--- src/rtl/dmem_arbiter.sv ---
// dmem_arbiter: shares one single-port data SRAM between the pipeline MEM
// stage (core) and a debug/loader port (host). Accepted requests go through
// a one-entry issue stage that drives the SRAM; read data comes back two
// cycles after grant. A saturating starvation counter forces a host grant
// after MAX_WAIT consecutive denied host cycles.
// Build option: define DMEM_ARB_RR_EN for round-robin arbitration under
// contention; otherwise the core has fixed priority.

module dmem_arbiter #(
  parameter int ADDR_WIDTH = 5,
  parameter int MAX_WAIT   = 4
) (
  input  logic                  clk,
  input  logic                  rst,
  input  logic                  core_req,
  input  logic                  core_we,
  input  logic [31:0]           core_addr,
  input  logic [31:0]           core_wdata,
  output logic                  core_gnt,
  output logic                  core_rvalid,
  output logic [31:0]           core_rdata,
  input  logic                  host_req,
  input  logic                  host_we,
  input  logic [31:0]           host_addr,
  input  logic [31:0]           host_wdata,
  output logic                  host_gnt,
  output logic                  host_rvalid,
  output logic [31:0]           host_rdata,
  output logic                  sram_csb,
  output logic                  sram_web,
  output logic [ADDR_WIDTH:0]   sram_addr,
  output logic [31:0]           sram_din,
  input  logic [31:0]           sram_dout
);

  localparam logic [3:0] WAIT_LIMIT = 4'(MAX_WAIT);

  logic [3:0]            starve_cnt;
  logic                  prefer_host;
  logic                  force_host;
  logic                  pick_host;

  logic                  issue_valid;
  logic                  issue_host;
  logic                  issue_we;
  logic                  issue_oor;
  logic [ADDR_WIDTH-1:0] issue_addr;
  logic [31:0]           issue_wdata;

  logic                  resp_valid;
  logic                  resp_host;
  logic                  resp_oor;
  logic [31:0]           resp_data;

  logic                  core_oor;
  logic                  host_oor;
  logic                  unused_addr_bits;

  // Word access only: the byte-offset bits are deliberately not looked at.
  assign unused_addr_bits = ^{core_addr[1:0], host_addr[1:0]};

  assign core_oor   = (core_addr[31:ADDR_WIDTH+2] != '0);
  assign host_oor   = (host_addr[31:ADDR_WIDTH+2] != '0);
  assign force_host = host_req && (starve_cnt == WAIT_LIMIT);

  // Pick the winner from current requests; starvation override beats mode.
  always_comb begin
    pick_host = 1'b0;
    if (host_req) begin
      if (!core_req || force_host)
        pick_host = 1'b1;
      else
        pick_host = prefer_host;
    end
    core_gnt = ~rst & core_req & ~pick_host;
    host_gnt = ~rst & host_req & pick_host;
  end

  // Count consecutive cycles the host asked and lost, saturating at 15.
  always_ff @(posedge clk) begin
    if (rst)
      starve_cnt <= 4'd0;
    else if (!host_req || host_gnt)
      starve_cnt <= 4'd0;
    else if (starve_cnt != 4'hF)
      starve_cnt <= starve_cnt + 4'd1;
  end

`ifdef DMEM_ARB_RR_EN
  // Round-robin pointer: after a contended grant, favour the other side.
  always_ff @(posedge clk) begin
    if (rst)
      prefer_host <= 1'b0;
    else if (core_req && host_req && (core_gnt || host_gnt))
      prefer_host <= core_gnt;
  end
`else
  assign prefer_host = 1'b0;
`endif

  // Capture the accepted request so it can drive the SRAM next cycle.
  always_ff @(posedge clk) begin
    if (rst) begin
      issue_valid <= 1'b0;
      issue_host  <= 1'b0;
      issue_we    <= 1'b0;
      issue_oor   <= 1'b0;
      issue_addr  <= '0;
      issue_wdata <= '0;
    end else begin
      issue_valid <= core_gnt | host_gnt;
      issue_host  <= host_gnt;
      if (host_gnt) begin
        issue_we    <= host_we;
        issue_oor   <= host_oor;
        issue_addr  <= host_addr[ADDR_WIDTH+1:2];
        issue_wdata <= host_wdata;
      end else begin
        issue_we    <= core_we;
        issue_oor   <= core_oor;
        issue_addr  <= core_addr[ADDR_WIDTH+1:2];
        issue_wdata <= core_wdata;
      end
    end
  end

  // Out-of-range accesses and the reset cycle never touch the SRAM.
  assign sram_csb  = rst | ~issue_valid | issue_oor;
  assign sram_web  = rst | ~issue_valid | issue_oor | ~issue_we;
  assign sram_addr = {1'b0, issue_addr};
  assign sram_din  = issue_wdata;

  // Track which read is being answered by the SRAM output this cycle.
  always_ff @(posedge clk) begin
    if (rst) begin
      resp_valid <= 1'b0;
      resp_host  <= 1'b0;
      resp_oor   <= 1'b0;
    end else begin
      resp_valid <= issue_valid & ~issue_we;
      resp_host  <= issue_host;
      resp_oor   <= issue_oor;
    end
  end

  assign resp_data   = resp_oor ? 32'h0 : sram_dout;
  assign core_rvalid = ~rst & resp_valid & ~resp_host;
  assign host_rvalid = ~rst & resp_valid & resp_host;
  assign core_rdata  = core_rvalid ? resp_data : 32'h0;
  assign host_rdata  = host_rvalid ? resp_data : 32'h0;

endmodule

--- config.mk ---
export PLATFORM = sky130hd
export DESIGN_NAME = dmem_arbiter
export DESIGN_NICKNAME = d
export VERILOG_FILES = /design/src/rtl/dmem_arbiter.sv
export SDC_FILE = /design/constraint.sdc
export NUM_CORES = 1
export LEC_CHECK = 0
export BUFFER_PORTS_ARGS = -buffer_cell sky130_fd_sc_hd__buf_2
export CORE_AREA = 8 8 99 101
export CTS_BUF_LIST = sky130_fd_sc_hd__clkbuf_8
export CTS_CLUSTER_DIAMETER = 40
export CTS_CLUSTER_SIZE = 8
export DETAILED_ROUTE_END_ITERATION = 8
export DIE_AREA = 0 0 107 109
export HOLD_SLACK_MARGIN = 0.02
export PLACE_DENSITY = 0.71
export SLEW_MARGIN = 20
export SYNTH_ARGS = -nofsm -noshare
export SYNTH_HDL_FRONTEND = slang
export SYNTH_SLANG_ARGS = --single-unit
--- constraint.sdc ---
create_clock -name clk -period 2.3 [get_ports clk]
set_input_delay 0.46 -clock clk [delete_from_list [all_inputs] [get_ports clk]]
set_output_delay 0.46 -clock clk [all_outputs]
set_load 0.05 [all_outputs]
Word-level counts from Yosys, hierarchy flattened
Cells that the tools add are included.

storage, ports and cells
  logic and storage cells = 47
  output and inout bits = 108
  input bits = 166
  flip-flop bits (word level) = 48

cells by class
  equal/unequal tests = 2
  reduce and logical (&&, ||, !) cells = 8
  add/subtract/negate cells = 1
  bitwise operators = 17
  mux-type cells = 9

operators by type and width
  operator             count
  $mux 32              4
  $reduce_bool 25->1   2
  $and 1x1->1          8
  $mux 5               1
  $not 1->1            5
  $add 4x1->4 const B  1
  $eq 4x3->1 const B   1
  $mux 1               4
  $ne 4x4->1 const B   1
  $or 1x1->1           4
  $logic_not 1->1      2
  $logic_or 1x1->1     2
  $reduce_or 2->1      1
  $logic_and 1x1->1    1

Logic depth before layout (Yosys ltp)
  word-level depth = 8
  mapped depth = 8
  depth with buffers taken out = 6

Least setup slack after synthesis
OpenSTA, ideal clock, no wires.

  path kind = input to output
  from = input port rst
  to = output port core_rdata[22]
  data required time = 1.840 ns
  arrival = 1.576 ns
  buffers on the path = 1
  slack = 0.264 ns
  stages on the path = 4
  cells stage by stage = clkinv_1 > nand3_1 > clkbuf_1 > nor2_1

between the ends
  longest elaborated chain between the ends = 4

RTL lines
  what                       line  source
  start, declared            14    input logic rst,
  $not 1->1                  147   assign core_rvalid = ~rst & resp_valid & ~resp_host;
  $and 1x1->1 (2 in series)  147
  $mux 32                    149   assign core_rdata = core_rvalid ? resp_data : 32'h0;
  end, declared              21    output logic [31:0] core_rdata,

Every way passes these cells.

Final worst setup path
  from = register starve_cnt[0]
  to = output port host_gnt

between the ends
  longest elaborated chain between the ends = 6

RTL lines
  what                    line  source
  start, declared         38    logic [3:0] starve_cnt;
  start signal, assigned  86    starve_cnt <= starve_cnt + 4'd1;
  $eq 4x3->1              64    assign force_host = host_req && (starve_cnt == WAIT_LIMIT);
  $logic_and 1x1->1       64
  $logic_or 1x1->1        70    if (!core_req || force_host)
  $mux 1                  70
  $mux 1                  69    if (host_req) begin
  $and 1x1->1             76    host_gnt = ~rst & host_req & pick_host;
  end, declared           26    output logic host_gnt,

Every way passes these cells.

==> run summary <==
The final cell count without fillers came out at about 710. The mean instance size in the synthesized netlist is between 6 and 7 sq um. The flip-flop count of the largest register after layout is 32.

The number of fill cells in the layout came out at 880. The number of top-level pins is roughly 270. The number of buffers added by the clock tree synthesis step is 5. The post-placement cell count is 701. For this run, the leading register cell type out of synthesis is sky130_fd_sc_hd__dfxtp_1. For this design the ratio of total power to cell area is ~570 nW/um^2. The flop and latch count out of synthesis is 48. The first-pass GRT wire length came out at between 10,000 and 15,000 um. The total detailed-routing wirelength is ~10000 um.

The worst setup path is captured at an output pin. The post-synthesis instance total is 340. After detailed routing, the number of vias per cell comes to roughly 4.3. In this run the cell area of the synthesized design comes to ~2300 sq um. The first detailed-routing pass ran for 4 iterations. The hold buffer count at CTS came out at 0. The number of placement rows came out at 34. Counting every net in the synthesized netlist gives between 500 and 600.

The commonest cells after synthesis are 79 x sky130_fd_sc_hd__nand2_1, 75 x sky130_fd_sc_hd__nor2_1, 48 x sky130_fd_sc_hd__dfxtp_1. The worst hold-check path type is primary input to register. VDD sags by at most approximately 0.36 mV. Of all nets on the critical path, the largest fanout is 5.

The number of global-route vias before repair is 2,983. Detailed placement ended at an HPWL of 8460 um. The final worst setup slack came out at 0.145 ns. Post-CTS repair changed the size of 0 cells. The clock net in this run drives a total of between 40 and 50 sinks. The total routing usage reported by global routing is 15.6%. The starting density of the core is between 20 and 30%.

The area of the die is ~12,000 sq um. The clock tree synthesis step divided the H-tree into 2 levels. The multi-input gate area in the final layout came out at roughly 1200 sq um. The detailed router's first-iteration violation count came out at ~150.

The number of setup buffers added after CTS came out at 0. The insertion delay of the later-clocked pin in the worst-skew pair came out at 0.30 ns. The detail-routed net length per standard cell is between 10 and 15 um.

The clock skew came out at 0.0138 ns. The post-detailed-route count of antenna-violating nets is 0. The proportion of layout cells with a drive suffix above 1 came out at 47.4%. The startpoint kind of the worst setup timing path is a register. The final hold slack came out at 0.346 ns. During synthesis, Yosys emitted a total of 0 warnings. The worst hold path begins at host_wdata[1]. For the finished layout, the period the worst path requires is about 2.2 ns.

The final antenna diode count is 0. The final hold violation count came out at 0. The path with the worst hold slack has its endpoint at sram_din[1]. The maximum number of pins on one net before global-route repair came out at ~80. The flip-flop and latch area is about 960 sq um. The run finished with clean final reports. The CTS tree is built. The number of antenna violations at the first check in global routing is 1. For the final routed database, the setup TNS stands at 0 ns. The maximum operating frequency came out at about 460 MHz.

Yosys attributes the largest share of cell area to sky130_fd_sc_hd__dfxtp_1 41%, sky130_fd_sc_hd__nand2_1 13%, sky130_fd_sc_hd__nor2_1 12%. Summing the sequential cell areas from Yosys gives ~41% of the chip area. No sink is reached through more buffers than the 2 on the longest clock path.

The DRC violation count after routing is 0. The setup slack on the worst flop-to-flop path came out at about 0.62 ns. The tool flagged a number of max-cap violations equal to 0. The y dimension of the die is ~110 um. The worst path uses a little over nine tenths of the clock period. Setup violations remaining at the end of the flow were counted as 0. The total power after layout is approximately 2200 uW. Setup repair after global routing left no endpoint under its margin. In this run the critical register-to-register path is captured at sram_din[6]. In this run the horizontal extent of the chip is 107 um.

The critical path is of the register to output pin type. sky130_fd_sc_hd__dfxtp_1 takes more of the synthesized area than any other cell. The tree is rooted in a sky130_fd_sc_hd__clkbuf_8. The synthesized design devotes to its leading area cell type between 40% and 50% of total area.

The standard cell core area came out at about 8400 sq um. The area growth from synthesis to final layout is 66.7%. In this run, distinct cell masters in the synthesized netlist total 28.

The number of slew-limit violations in the final report came out at 0. In this run the critical register-to-register path is launched from starve_cnt[0]. The worst hold path passes through 3 cells. The number of port buffers is 268. The routed via count is approximately 3,100.

The worst endpoint required time came out at 1.84 ns. The final net count came out at ~770. The pre-CTS setup slack is between 0.3 and 0.4 ns. In this run, synthesis inferred 0 flip-flops with an integrated enable.

For the worst setup path, the data arrival time is 1.70 ns. The worst register-to-register path has a depth of 6. The clock input transition at the sequential cells of the worst setup and hold paths is 0.10 ns. The leakage power figure came out at between 0.002 and 0.0025 uW.

After global routing the overflow that remains totals 0. The async set-or-reset flop fraction in the synthesized netlist is 0%. The library cell with the highest instance count after synthesis is sky130_fd_sc_hd__nand2_1. The congestion estimate from routability-driven global placement came to approximately 0.92.
placed cells by master (no fill, tap or decap), types with 2 or more instances in the layout:
| cell | Yosys | layout |
|---|---|---|
| sky130_fd_sc_hd__o21ai_0 | 39 | 39 |
| sky130_fd_sc_hd__nor3_1 | 4 | 4 |
| sky130_fd_sc_hd__nor2b_1 | 2 | 2 |
| sky130_fd_sc_hd__nand3_1 | 6 | 6 |
| sky130_fd_sc_hd__buf_2 | 6 | 268 |
| sky130_fd_sc_hd__nand2_1 | 79 | 79 |
| sky130_fd_sc_hd__dfxtp_1 | 48 | 48 |
| sky130_fd_sc_hd__nor2_1 | 75 | 75 |
| sky130_fd_sc_hd__clkbuf_8 | 0 | 5 |
| sky130_fd_sc_hd__ha_1 | 2 | 2 |
| sky130_fd_sc_hd__buf_4 | 2 | 6 |
| sky130_fd_sc_hd__nor4_1 | 10 | 10 |
| sky130_fd_sc_hd__inv_1 | 7 | 7 |
| sky130_fd_sc_hd__nand4_1 | 3 | 3 |
| sky130_fd_sc_hd__bufinv_16 | 0 | 2 |
| sky130_fd_sc_hd__nand2b_1 | 32 | 32 |
final cells by class:
type                            count  share of cell area, %
Clock buffer                        5                   1.76
Clock inverter                      3                   1.76
Inverter                            8                  0.769
Multi-Input combinational cell    262                   31.6
Sequential cell                    48                   24.6
Tap cell                          108                   3.46
Timing Repair Buffer              275                   36.0
worst max-delay path: stages (launching register included):
cell	delay, ns
sky130_fd_sc_hd__dfxtp_1	0.37
sky130_fd_sc_hd__inv_1	0.08
sky130_fd_sc_hd__ha_1	0.16
sky130_fd_sc_hd__nand3b_2	0.14
sky130_fd_sc_hd__a211oi_4	0.33
sky130_fd_sc_hd__buf_2	0.32
worst max path at each step:
stage,end,depth (start not counted),from
final,host_gnt,5,starve_cnt[0]
after global routing,host_gnt,5,starve_cnt[0]
after CTS,host_gnt,5,starve_cnt[0]
after detailed placement,host_rdata[28],6,rst
after global placement,host_rdata[28],6,rst
after floorplan,core_rdata[22],4,rst
per-layer routing:
layer  global-route usage (%)  part of all wire [%]
met3                     5.38                   9.3
met1                     16.3                    38
met4                     3.12                  0.76
met2                     29.4                    52
met5                        0                 0.080
metrics by stage:
stage	utilization [%]	area (sq um)
6_report	46.6	3910
5_1_grt	46.6	3910
4_1_cts	46.6	3910
3_5_place_dp	45.0	3770
3_3_place_gp	45.0	3770
2_1_floorplan	-	2340
power by group:
part	total [uW]	leakage, uW	internal, uW	switching (uW)
clock network	736	0.0000687	438	298
registers	899	0.000399	886	13.1
logic	579	0.00170	195	384
total	2210	0.00217	1520	695
cells by family (layout without fill, tap and decap cells):
logic type	after synthesis	count (layout)	synth area share, %
buf+inv	30	291	6.25
flops	48	48	41.0
simple gates	213	213	40.2
fa+ha+maj	2	2	1.07
xor+xnor	1	1	0.374
mux	1	1	0.427
other cells	1	1	0.160
compound gates	44	44	10.5
(Power assumes the default switching activity.)
